===== src/rtl/alu_pkg.sv =====
// Shared definitions for the ALU UART front end: FSM state encoding and
// the opcode values understood by the attached ALU.
package alu_pkg;

    // Command sequencer states: three byte-capture phases, ALU handshake, TX push
    typedef enum logic [2:0] {
        IDLE_A = 3'd0,
        GET_B  = 3'd1,
        GET_OP = 3'd2,
        EXEC   = 3'd3,
        SEND   = 3'd4
    } state_t;

    localparam logic [5:0] OP_ADD  = 6'b100000;
    localparam logic [5:0] OP_SUBU = 6'b100010;
    localparam logic [5:0] OP_AND  = 6'b100100;
    localparam logic [5:0] OP_OR   = 6'b100101;
    localparam logic [5:0] OP_XOR  = 6'b100110;
    localparam logic [5:0] OP_SRA  = 6'b100111;
    localparam logic [5:0] OP_SRL  = 6'b101000;
    localparam logic [5:0] OP_NOR  = 6'b101001;

endpackage


===== src/rtl/alu_uart_if_timer.sv =====
// Inter-byte watchdog: counts enabled cycles since the last clear and flags
// expiry once the count reaches TIMEOUT_CYCLES-1. Only built when the top
// is compiled with ALU_UART_IF_TIMEOUT_EN.
module alu_uart_if_timer #(
    parameter int unsigned TIMEOUT_CYCLES = 1000000
) (
    input  logic i_clk,
    input  logic i_reset,
    input  logic i_clear,
    input  logic i_enable,
    output logic o_expire
);

    localparam int unsigned CW = (TIMEOUT_CYCLES > 2) ? $clog2(TIMEOUT_CYCLES) : 1;
    localparam logic [CW-1:0] LAST = CW'(TIMEOUT_CYCLES - 1);

    logic [CW-1:0] count;

    assign o_expire = (count == LAST);

    // Idle-cycle counter; holds at the limit until the owner clears it
    always_ff @(posedge i_clk or negedge i_reset) begin
        if (!i_reset) begin
            count <= '0;
        end else if (i_clear) begin
            count <= '0;
        end else if (i_enable && !o_expire) begin
            count <= count + 1'b1;
        end
    end

endmodule


===== src/rtl/alu_uart_if.sv =====
// ALU <-> UART glue: pops operand A, operand B and opcode bytes from the RX
// FIFO, runs one ALU request and pushes the result byte to the TX FIFO.
// Optional build macro ALU_UART_IF_TIMEOUT_EN adds an inter-byte watchdog that
// abandons a partially received command after TIMEOUT_CYCLES idle cycles.
module alu_uart_if
    import alu_pkg::*;
#(
    parameter int unsigned DATA_SIZE      = 8,
    parameter int unsigned OPCODE_SIZE    = 6,
    parameter int unsigned TIMEOUT_CYCLES = 1000000
) (
    input  logic                   i_clk,
    input  logic                   i_reset,
    input  logic                   i_rx_empty,
    input  logic [DATA_SIZE-1:0]   i_rx_data,
    output logic                   o_rx_rd,
    output logic [DATA_SIZE-1:0]   o_operando_a,
    output logic [DATA_SIZE-1:0]   o_operando_b,
    output logic [OPCODE_SIZE-1:0] o_opcode,
    output logic                   o_start,
    input  logic [DATA_SIZE-1:0]   i_alu_result,
    input  logic                   i_alu_result_ready,
    input  logic                   i_tx_full,
    output logic [DATA_SIZE-1:0]   o_tx_data,
    output logic                   o_tx_wr,
    output logic                   o_busy
);

    // Reject configurations the byte-slicing and watchdog cannot support
    if (OPCODE_SIZE > DATA_SIZE || TIMEOUT_CYCLES < 2) begin : g_bad_params
        $error("alu_uart_if: OPCODE_SIZE must fit in DATA_SIZE and TIMEOUT_CYCLES must be >= 2");
    end

    state_t               state;
    logic [DATA_SIZE-1:0] result;
    logic                 rx_phase;
    logic                 pop;
    logic                 timeout;

    // The registered pop strobe is still in flight during the cycle after a
    // capture, so the FIFO head is stale then; skipping that cycle also keeps
    // o_rx_rd from ever being high on two consecutive cycles.
    assign rx_phase = (state == IDLE_A) || (state == GET_B) || (state == GET_OP);
    assign pop      = rx_phase && !i_rx_empty && !o_rx_rd;
    assign o_busy   = (state != IDLE_A);

`ifdef ALU_UART_IF_TIMEOUT_EN
    logic waiting_byte;
    logic expire;

    assign waiting_byte = (state == GET_B) || (state == GET_OP);
    assign timeout      = waiting_byte && expire;

    alu_uart_if_timer #(
        .TIMEOUT_CYCLES(TIMEOUT_CYCLES)
    ) u_timer (
        .i_clk    (i_clk),
        .i_reset  (i_reset),
        .i_clear  (pop || (state == IDLE_A)),
        .i_enable (waiting_byte),
        .o_expire (expire)
    );
`else
    assign timeout = 1'b0;
`endif

    // Command sequencer with registered strobes, operands and result
    always_ff @(posedge i_clk or negedge i_reset) begin
        if (!i_reset) begin
            // NOTE: sequential state uses non-blocking assignments so every register samples pre-edge values.
            state        <= IDLE_A;
            o_operando_a <= '0;
            o_operando_b <= '0;
            o_opcode     <= '0;
            result       <= '0;
            o_tx_data    <= '0;
            o_start      <= 1'b0;
            o_rx_rd      <= 1'b0;
            o_tx_wr      <= 1'b0;
        end else begin
            // NOTE: strobes default low each cycle so each branch only states when a pulse is wanted.
            o_rx_rd <= 1'b0;
            o_tx_wr <= 1'b0;
            if (timeout) begin
                state        <= IDLE_A;
                o_operando_a <= '0;
                o_operando_b <= '0;
                o_opcode     <= '0;
            end else begin
                case (state)
                    IDLE_A: if (pop) begin
                        o_operando_a <= i_rx_data;
                        o_rx_rd      <= 1'b1;
                        state        <= GET_B;
                    end
                    GET_B: if (pop) begin
                        o_operando_b <= i_rx_data;
                        o_rx_rd      <= 1'b1;
                        state        <= GET_OP;
                    end
                    GET_OP: if (pop) begin
                        o_opcode <= i_rx_data[OPCODE_SIZE-1:0];
                        o_rx_rd  <= 1'b1;
                        state    <= EXEC;
                    end
                    // Raise start once the pop pulse has dropped; accept the result only while start is up
                    EXEC: begin
                        if (!o_start) begin
                            o_start <= 1'b1;
                        end else if (i_alu_result_ready) begin
                            result  <= i_alu_result;
                            o_start <= 1'b0;
                            state   <= SEND;
                        end
                    end
                    SEND: if (!i_tx_full) begin
                        o_tx_data <= result;
                        o_tx_wr   <= 1'b1;
                        state     <= IDLE_A;
                    end
                    default: state <= IDLE_A;
                endcase
            end
        end
    end

endmodule


===== config.mk =====
export PLATFORM = sky130hd
export DESIGN_NAME = alu_uart_if
export DESIGN_NICKNAME = d
export VERILOG_FILES = /design/src/rtl/alu_pkg.sv /design/src/rtl/alu_uart_if_timer.sv /design/src/rtl/alu_uart_if.sv
export SDC_FILE = /design/constraint.sdc
export NUM_CORES = 1
export LEC_CHECK = 0
export CAP_MARGIN = 20
export CORE_MARGIN = 2
export CORE_UTILIZATION = 48
export DETAILED_ROUTE_END_ITERATION = 8
export HOLD_SLACK_MARGIN = 0.05
export PLACE_DENSITY = 0.8
export SLEW_MARGIN = 15
export SYNTH_ARGS = -nofsm -noshare
export SYNTH_HDL_FRONTEND = slang
export SYNTH_SLANG_ARGS = --single-unit

===== constraint.sdc =====
create_clock -name i_clk -period 4.35 [get_ports i_clk]
set_input_delay 0.6525 -clock i_clk [delete_from_list [all_inputs] [get_ports i_clk]]
set_output_delay 0.6525 -clock i_clk [all_outputs]
set_load 0.02 [all_outputs]

Yosys cells after proc, flatten, opt, wreduce, memory -nomap -nowiden
Index checks and enable logic that the tools add are counted.
{ "op_classes": {"n_bitwise": 1, "mux": 13, "n_reduce_logical": 15, "eq_ne": 10} }
{ "ops": {"columns": ["op", "n"], "rows": [
  ["two-way mux 3 bit", 6],
  ["case mux 3 bit (5 select lines)", 1],
  ["!= test 2 bit, second input constant", 6],
  ["AND reduction 2 bit", 4],
  ["equality test 3 x 2 -> 1 bit, second input constant", 2],
  ["two-way mux 1 bit", 6],
  ["AND reduction 6 bit", 1],
  ["equality test 3 x 1 -> 1 bit, second input constant", 1],
  ["equality test 3 bit, second input constant", 1],
  ["logical NOT 3 bit", 1],
  ["AND reduction 3 bit", 1],
  ["nonzero test 3 bit", 1],
  ["OR reduction 3 bit", 1],
  ["logical AND 1 bit", 2],
  ["logical NOT 1 bit", 2],
  ["logical OR 1 bit", 2],
  ["NOT 1 bit", 1]
]} }
{ "totals": {"register_bits": 44, "inputBits": 21, "out_inout_bits": 34, "wordCells": 48} }

Logic depth before layout (Yosys ltp)
{ "depth": {"word_depth": 7, "depth_mapped": 5, "ltp_nobuf": 3} }

Worst setup path after synthesis
No wires, ideal clock.
{ "synth_timing": {"path_type": "flip-flop to output port", "start": "register state[0]", "end": "output o_busy", "t_required_ps": 3697, "stages_incl_launch_ff": 3, "slack_ps": 2740, "arrival_ps": 957, "cell_sequence": "dfrtp_1 -> buf_2 -> or3_1"} }
{ "synth_via": {"elab_chain_len": 1} }
{ "synth_rtl": {"columns": ["item", "line", "text"], "rows": [
  ["from (decl)", "alu_uart_if.sv:34", "state_t state;"],
  ["from (signal assigned)", "alu_uart_if.sv:71", "state <= IDLE_A;"],
  ["from (signal assigned)", "alu_uart_if.sv:85", "state <= IDLE_A;"],
  ["from (signal assigned)", "alu_uart_if.sv:94", "state <= GET_B;"],
  ["nonzero test 3 bit", "alu_uart_if.sv:45", "assign o_busy = (state != IDLE_A);"],
  ["to (decl)", "alu_uart_if.sv:26", "output logic o_busy"]
]} }
No other way between the ends.

Worst setup path in the final report
{ "layout_timing": {"start": "register state[2]", "end": "output o_busy"} }
Same word-level chain as after synthesis.

==> key figures <==
STA
  – Slew Limit Fails: 0
  – TNS Setup: 0 ps
  – Post-layout minimum cycle time: approximately 2400 ps
  – Worst slew pin tran: 912 ps
  – Hold Fails Final Rpt: 0
  – Final worst-path cycle share: 0.552
  – Worst relative slew slack: 0.392
  – Final Setup Violations: 0
  – Clk_skew: 7.37 ps
  – Fmax: 416 MHz
  – RSZ-0062 raised after global routing: false
  – Hold slack final: approximately 430 ps

Synthesis
  – FF+latch count, synth: 44
  – Syn Inst Count: roughly 110
  – Post-synth top area share: 0.648
  – Post-synthesis cell area: 1700 um^2
  – Distinct cells, synth: 17
  – Avg Cell Area, Syn: 15.6 um^2
  – Post-synth EDFFs: 0
  – Count leader, synth: dfrtp_1
  – Async SR Flop Fraction: 1.00
  – Seq/Total Area, Yosys: 0.648
  – Top cells by count, synth: 44 x dfrtp_1, 38 x mux2_2, 5 x nor2_1
  – Synth area leaders: dfrtp_1 65%, mux2_2 25%, nor4b_4 1.4%
  – Syn Nets: between 100 and 150
  – Yosys warnings: 0
  – Top FF cell, synth: dfrtp_1
  – Cell accounting for the most synthesized area: dfrtp_1

Global route
  – Initial antenna violation count: 0
  – First-pass GRT wire length: between 5 and 6 mm
  – Grt total ovfl: 0
  – Largest net degree at the start of global routing: 45
  – Number of global-route vias before repair: between 1k and 1.5k
  – Gr usage total: 0.185

CTS
  – CTS tree: yes
  – Worst skew pair latency: between 300 and 400 ps
  – # resized after CTS: 0
  – Sink Count: 44
  – CTS hold repair buffers: 0
  – Total CTS buffers: 5
  – Clk root buf: clkbuf_4
  – H-tree level count: 2
  – Setup bufs post-CTS: 0
  – CTS clk-pin slew, worst paths: 120 ps
  – CTS Buffer Depth: 2

Floorplan
  – I/O pins: 55
  – # rows: 21
  – Die footprint: 4030 um^2
  – Die Wd: 63.5 um
  – Initial Util: 0.505
  – Core area: 3360 um^2
  – Die height: 63.5 um

Worst setup path
  – Critical path type: register to output port
  – CP Capture Type: output port
  – Crit path DAT: 1750 ps
  – WP data required: approximately 3700 ps
  – R2R cell count: 3
  – Critical-path maximum fanout: 8
  – Worst setup SP type: register

Drt
  – Final ANT Viol Nets: 0
  – DR vias: 1114
  – Drt via density: 5.21
  – DRT Pass-1 Iters: 4
  – DRC Markers: 0
  – Routed wire per std cell: ~16 um
  – DRT iter0 DRCs: 45
  – Total Wirelength: 3.32 mm

Finish
  – Layout cells sized above 1: 0.292
  – Ant. Diodes: 0
  – Nets: 188
  – Finished Layout Cells: 214
  – Final Cell Area: 2330 um^2
  – Fillers: roughly 270
  – Area grow syn2layout: 37.4%

Pwr
  – VDD IR max: 347 uV
  – P_leak: between 0.9 and 1 nW
  – Total power: roughly 1.7 mW
  – Power per cell area: 718 nW/um^2

Worst hold path
  – HP Class: primary input to asynchronous set/reset pin

Placement
  – Dpl cell area: 2270 um^2
  – RD Place Congestion: 0.753
  – Input/output buffers: 54
  – Post-DP HPWL: 2.47 mm
  – DP Cell Count: slightly above 200

Run status
  – Status: finished, final reports clean

Job
  – Number of max-cap violations: 0
-- routing by layer --
metal	track usage	up-vias	wire (um)
li1	-	506	-
met1	0.209	563	1290
met2	0.314	38	1780
met3	0.0411	7	167
met4	0.122	0	85
met5	0	-	0
-- cell type report --
class / count / area (um^2) / share of cell area
repair buffers: 54 / 536 / 0.230
clock buffers: 8 / 58.8 / 0.0252
multi-input cells: 62 / 579 / 0.248
flip-flops and latches: 44 / 1100 / 0.472
well taps: 46 / 57.6 / 0.0247
-- where the power goes --
group	leakage, nW	internal, mW	switching [mW]	total [mW]
registers	0.542	0.589	0.121	0.709
logic	0.422	0.423	0.344	0.766
clock network	0.0326	0.0799	0.119	0.199
total	0.997	1.09	0.583	1.67
-- flip-flops by register name, summed over array words and instances, names as in the netlist --
signal        cells
o_tx_data         8
o_operando_a      8
o_tx_wr           1
state             3
o_start           1
o_operando_b      8
o_opcode          6
result            8
o_rx_rd           1
-- final timing paths --
path                                 start               to  slack [ps]
max                               state[2]           o_busy        1950
min                                i_reset        result[0]         430
max reg2reg                       state[1]        result[2]        2550
min reg2reg                o_operando_a[3]  o_operando_a[3]         510
max in group asynchronous          i_reset  o_operando_a[5]        3360
min in group i_clk         o_operando_a[3]  o_operando_a[3]         510
-- critical path: stages (launching register included) --
cell	delay, ps
dfrtp_1	480
or3_1	380
clkdlybuf4s50_1	540
-- metrics by stage --
stage / setup slack [ps] / utilization
6_report: 1950 / 0.693
5_1_grt: 1870 / 0.693
4_1_cts: 1930 / 0.693
3_5_place_dp: 2080 / 0.676
3_3_place_gp: 2180 / 0.676
2_1_floorplan: 2740 / -
-- placed cells by master, fill, tap and decap left out --
master / n
a211oi_1: 1
a21oi_1: 3
a22oi_1: 1
a31o_2: 1
and4_1: 1
buf_2: 1
clkbuf_1: 2
clkbuf_4: 5
clkbuf_8: 1
clkdlybuf4s50_1: 53
dfrtp_1: 44
mux2_2: 38
nand2_1: 3
nand3_1: 3
nor2_1: 5
nor2b_1: 2
nor3_2: 1
nor4b_4: 1
or2_2: 1
or3_1: 1
-- cell families after synthesis --
family	after synthesis	share of synthesized area
flip-flops	44	0.648
buffers and inverters	3	0.0103
AO/OA/AOI/OAI	6	0.0228
AND/OR/NAND/NOR	18	0.0663
multiplexers	38	0.252
Power figures use the tool's default switching activity.
